### src/rtl/uart_rx_fifo_if.sv
// Write-side handshake between the UART receiver and its downstream byte FIFO.
// The receiver is the master (drives the write strobe/data, observes full).
interface uart_rx_fifo_if;
    logic       wfifo_full;
    logic       wfifo_wr_en;
    logic [7:0] wfifo_wr_data;

    modport master (
        input  wfifo_full,
        output wfifo_wr_en,
        output wfifo_wr_data
    );

    modport slave (
        output wfifo_full,
        input  wfifo_wr_en,
        input  wfifo_wr_data
    );
endinterface

### src/rtl/uart_rx_fifo.sv
// 8N1 UART receiver: mid-bit sampling of a synchronized line, good bytes pushed
// into a write FIFO, framing errors and FIFO overflows reported as 1-cycle pulses.
module uart_rx_fifo #(
    parameter int BAND_TIME = 5207,
    parameter int HALF_TIME = BAND_TIME / 2
) (
    input  logic           s_clk,
    input  logic           s_rst_n,
    input  logic           data_rx,
    uart_rx_fifo_if.master wfifo,
    output logic           frame_err,
    output logic           overflow,
    output logic           rx_busy
);

    localparam logic [12:0] BAND_MAX = 13'(BAND_TIME);
    localparam logic [12:0] HALF_MID = 13'(HALF_TIME);

    typedef enum logic [1:0] {
        IDLE  = 2'd0,
        START = 2'd1,
        DATA  = 2'd2,
        STOP  = 2'd3
    } state_t;

    state_t      r_state;
    logic        r_rx_s1;
    logic        r_rx_s2;
    logic        r_rx_d;
    logic [12:0] r_band_cnt;
    logic [3:0]  r_bit_cnt;
    logic [7:0]  r_shift;
    logic        r_wr_en;
    logic [7:0]  r_wr_data;
    logic        r_frame_err;
    logic        r_overflow;

    logic w_fall;
    logic w_mid;
    logic w_bit_end;

    assign w_fall    = r_rx_d & ~r_rx_s2;
    assign w_mid     = (r_band_cnt == HALF_MID);
    assign w_bit_end = (r_band_cnt == BAND_MAX);

    always_ff @(posedge s_clk or negedge s_rst_n) begin
        if (!s_rst_n) begin
            r_state     <= IDLE;
            r_rx_s1     <= 1'b1;
            r_rx_s2     <= 1'b1;
            r_rx_d      <= 1'b1;
            r_band_cnt  <= '0;
            r_bit_cnt   <= '0;
            r_shift     <= '0;
            r_wr_en     <= 1'b0;
            r_wr_data   <= '0;
            r_frame_err <= 1'b0;
            r_overflow  <= 1'b0;
        end else begin
            r_rx_s1     <= data_rx;
            r_rx_s2     <= r_rx_s1;
            r_rx_d      <= r_rx_s2;
            r_wr_en     <= 1'b0;
            r_frame_err <= 1'b0;
            r_overflow  <= 1'b0;

            if (r_state == IDLE || w_bit_end)
                r_band_cnt <= '0;
            else
                r_band_cnt <= r_band_cnt + 13'd1;

            if (r_state != IDLE && w_bit_end)
                r_bit_cnt <= r_bit_cnt + 4'd1;

            case (r_state)
                IDLE: begin
                    if (w_fall) begin
                        r_state   <= START;
                        r_bit_cnt <= '0;
                    end
                end
                START: begin
                    // A start bit that is already high again at mid-bit was a glitch.
                    if (w_mid && r_rx_s2) begin
                        r_state    <= IDLE;
                        r_band_cnt <= '0;
                        r_bit_cnt  <= '0;
                    end else if (w_bit_end) begin
                        r_state <= DATA;
                    end
                end
                DATA: begin
                    if (w_mid)
                        r_shift <= {r_rx_s2, r_shift[7:1]};
                    if (w_bit_end && r_bit_cnt == 4'd8)
                        r_state <= STOP;
                end
                STOP: begin
                    // Leave at mid stop bit so a back-to-back start edge is not missed.
                    if (w_mid) begin
                        r_state    <= IDLE;
                        r_band_cnt <= '0;
                        r_bit_cnt  <= '0;
                        if (!r_rx_s2) begin
                            r_frame_err <= 1'b1;
                        end else if (wfifo.wfifo_full) begin
                            r_overflow <= 1'b1;
                        end else begin
                            r_wr_en   <= 1'b1;
                            r_wr_data <= r_shift;
                        end
                    end
                end
                default: r_state <= IDLE;
            endcase
        end
    end

    assign wfifo.wfifo_wr_en   = r_wr_en;
    assign wfifo.wfifo_wr_data = r_wr_data;
    assign frame_err           = r_frame_err;
    assign overflow            = r_overflow;
    assign rx_busy             = (r_state != IDLE);

endmodule
### src/flat_wrapper.sv
// flat-port wrapper written by rule: the top's interface ports become plain ports
module uart_rx_fifo_flat 
#(
    parameter int BAND_TIME = 5207,
    parameter int HALF_TIME = BAND_TIME / 2
)
  (s_clk, s_rst_n, data_rx, frame_err, overflow, rx_busy, wfifo_wfifo_full, wfifo_wfifo_wr_en, wfifo_wfifo_wr_data);
  uart_rx_fifo_if wfifo_i ();
  input  logic s_clk;
  input  logic s_rst_n;
  input  logic data_rx;
  output logic frame_err;
  output logic overflow;
  output logic rx_busy;
  input wire logic [$bits(wfifo_i.wfifo_full)-1:0] wfifo_wfifo_full;
  output wire logic [$bits(wfifo_i.wfifo_wr_en)-1:0] wfifo_wfifo_wr_en;
  output wire logic [$bits(wfifo_i.wfifo_wr_data)-1:0] wfifo_wfifo_wr_data;
  assign wfifo_i.wfifo_full = wfifo_wfifo_full;
  assign wfifo_wfifo_wr_en = wfifo_i.wfifo_wr_en;
  assign wfifo_wfifo_wr_data = wfifo_i.wfifo_wr_data;
  uart_rx_fifo #(.BAND_TIME(BAND_TIME), .HALF_TIME(HALF_TIME)) u_core (.s_clk(s_clk), .s_rst_n(s_rst_n), .data_rx(data_rx), .wfifo(wfifo_i), .frame_err(frame_err), .overflow(overflow), .rx_busy(rx_busy));
endmodule
### config.mk
export PLATFORM = sky130hd
export DESIGN_NAME = uart_rx_fifo_flat
export DESIGN_NICKNAME = d
export VERILOG_FILES = /design/src/rtl/uart_rx_fifo_if.sv /design/src/rtl/uart_rx_fifo.sv /design/src/flat_wrapper.sv
export SDC_FILE = /design/constraint.sdc
export NUM_CORES = 1
export LEC_CHECK = 0
export ABC_AREA = 1
export BUFFER_PORTS_ARGS = -buffer_cell sky130_fd_sc_hd__buf_2
export CAP_MARGIN = 20
export CORE_ASPECT_RATIO = 0.6
export CORE_MARGIN = 2
export CORE_UTILIZATION = 43
export CTS_CLUSTER_DIAMETER = 200
export CTS_CLUSTER_SIZE = 10
export DETAILED_ROUTE_END_ITERATION = 10
export SYNTH_ARGS = -nofsm -noshare
export SYNTH_HDL_FRONTEND = slang
export SYNTH_SLANG_ARGS = --single-unit
export TNS_END_PERCENT = 1
### constraint.sdc
create_clock -name s_clk -period 2.05 [get_ports s_clk]
set_input_delay 0.3075 -clock s_clk [delete_from_list [all_inputs] [get_ports s_clk]]
set_output_delay 0.3075 -clock s_clk [all_outputs]
set_load 0.005 [all_outputs]
==> results.toml <==
[place]
io_buffers = 15
gp_congestion = 0.830
post-dp-hpwl_um = 2930

[clock_tree]
cts_setup_buffers = 0
clock-sinks = 41
cts_inserted_buffers = 5
cts_buffer_depth = 2
htree_levels = 2
cts_tree = "built"
path_clk_slew_ps = 80
clock_latency_ps = 290
cts_root_buf = "clkbuf_8"

[timing]
fin_crit_sh = 0.824
final-setup-viol-count = 0
holdWs_ps = 116
final-max-slew-violation-count = 0
worst_pin_slew_ps = 479
clock.fmax_ghz = 0.592
slew_headroom = 0.680
finClkSkew_ps = 7.56
rsz0062_at_grt = "no"
finalHoldViolCount = 0
fin_setup_tns_ps = 0
period_minus_slack_ps = 1690

[global_routing]
grt_pass1_vias = 1331
grt_pass1_wl_um = 6710
grt_overflow = 0
antenna_found_initial = 0
grt_max_degree = 23
track_usage = 0.162

[route]
drtIter0Drc = 99
drtAntennaViolNets = 0
wirelength_um = 3910
via_count = 1503
wl_per_cell_um = 11.9
drt-pass1-iter-count = 4
drc = 0
vias_per_cell = 4.57

[power_and_ir_drop]
powerDensity_nw_per_um2 = 710
pwr-share-comb = 0.168
p_sw_uw = 515
leakage_uw = 0.00118
ir_drop_mv = 0.394
netSwitchingFraction = 0.306
finalPower_uw = 1690
p_int_uw = 1170
pwr-share-clk = 0.309
p_seq_frac = 0.523

[setup_path]
startpoint_type = "flop"
path_max_fanout = 5
worstSetupPathType = "flop to flop"
worstRegToRegCells = 10
crit_arrival_ps = 1870
reg2reg_to = "u_core.r_bit_cnt[2]"
endpoint_kind = "flop"
worstPathRequired_ps = 2240
r2r_slack_ps = 360
reg2reg_from = "u_core.r_band_cnt[0]"

[finish]
seq_area_um2 = 1030
drive_above_1_share = 0.252
area_growth_pct = 11.6
nNetsFinal = 272
diodes = 0
multi_input_area_um2 = 916
n_fill_cell = 469

[die]
die_h_um = 58.5
num_io_pins = 16
start_util = 0.456
die_w_um = 94.8
core_area_um2 = 4660
die-area_um2 = 5540
num_rows = 19

[status]
status = "completed"

[synthesis]
netlist_instances = 244
synth_warnings = 0
yosysSeqAreaShare = 0.484
synth_cell_types = 28
synth_area_um2 = 2130
ys_ff_latch = 41
syn_avg_cell_area_um2 = 8.72
syn-num-nets = 251

[worst_hold_path]
min_from = "data_rx"
worstHoldEndpoint = "u_core.r_rx_s1"
holdCritPathClass = "input port to flop"
holdPathStages = 1

[job]
max_cap_violations = 0
==> per-layer routing <==
metal,vias to the layer above,wire length [um],GRT usage
met2,33,1410,0.202
met3,2,230,0.0461
met5,-,0,0
li1,793,-,-
met4,0,24,0.0435
met1,675,2250,0.265
==> state kept, by name, indices dropped and copies added, names as in the netlist, named ones only <==
name                        cells
u_core.r_shift                  8
u_core.wfifo.wfifo_wr_en        1
u_core.r_bit_cnt                4
u_core.r_rx_d                   1
u_core.r_rx_s1                  1
u_core.overflow                 1
u_core.wfifo.wfifo_wr_data      8
u_core.frame_err                1
u_core.r_rx_s2                  1
u_core.r_state                  1
u_core.r_band_cnt              13
==> area by class of cell <==
class,count,share of cell area
clock buffers,5,0.0290
clock inverters,3,0.00738
inverters,40,0.0633
multi-input cells,159,0.386
flip-flops and latches,41,0.434
well taps,63,0.0332
repair buffers,18,0.0474
==> worst max path at each step <==
| stage | startpoint | slack (ps) | end |
|---|---|---|---|
| 2_1_floorplan | u_core.r_band_cnt[0] | 600 | u_core.wfifo.wfifo_wr_data[5] |
| 3_3_place_gp | u_core.r_band_cnt[0] | 380 | u_core.r_bit_cnt[2] |
| 3_5_place_dp | u_core.r_band_cnt[0] | 410 | u_core.r_band_cnt[3] |
| 4_1_cts | u_core.r_band_cnt[0] | 370 | u_core.r_bit_cnt[2] |
| 5_1_grt | u_core.r_band_cnt[0] | 220 | u_core.r_bit_cnt[2] |
| 6_report | u_core.r_band_cnt[0] | 360 | u_core.r_bit_cnt[2] |
==> power by group through the flow <==
stage	combinational, uW	clock, uW	sequential, uW
4_1_cts	288	539	881
5_1_grt	329	582	890
3_5_place_dp	287	0	896
6_report	283	520	882
2_1_floorplan	208	0	883
3_3_place_gp	287	0	895
==> layout by cell type (no fill, tap or decap), types with 3 or more instances in the layout <==
master and count:
ha_1 3, nor2_4 3, nor3_1 3, inv_2 6
nand2_1 58, buf_2 15, nand3_1 11, nor2_1 29
dfrtp_1 38, inv_1 34, o21ai_2 15, xor2_1 11
dfstp_2 3, nand3_2 4, clkbuf_8 5, nor2_2 4
nand4_1 4
==> cells in the mapped netlist, drive strengths merged <==
library cell	count	area, um2
dfstp	3	78.8
o21ai	18	158
nor3	4	25.0
nor4	1	12.5
nand3b	1	7.51
inv	40	150
nand4	6	58.8
xor2	11	96.3
nand3	15	95.1
xnor2	2	17.5
dfrtp	38	951
ha	3	37.5
nor2	36	168
a21oi	2	10.0
nand2	60	230
buf	4	31.3
==> cells by family after synthesis <==
group                      count (synthesis)  synth area share
DFF                                       41             0.484
xor gates and xnor gates                  13            0.0535
adders and majority gates                  3            0.0176
buffers and inverters                     44            0.0853
and+or+nand+nor                          123             0.281
AOI/OAI and AO/OA                         20            0.0788
==> worst max-delay path: stages (launching register included) <==
cell      delay, ps
dfrtp_1         380
ha_1            300
nand2_2          80
inv_1            60
nand2_1          70
nor2_4          150
nand3_2         100
nand2_1         130
nand3b_1        160
nand2_1         110
inv_1            40
==> through the flow <==
step,worst slack [ps],cell area (um2),utilization,std cells
after floorplan,602,2130,-,244
after global placement,379,2280,0.489,320
after detailed placement,405,2280,0.489,320
after CTS,372,2370,0.509,329
after global routing,220,2370,0.509,329
final,362,2370,0.509,329
==> timing repair <==
item | CTS | global route
hold buffers | 1 | 0
endpoints found under the hold margin | 19 | 0
endpoints found under the setup margin | 0 | 0
gates resized for setup | 0 | 0
Note: power is estimated with default switching activity, not from simulation.
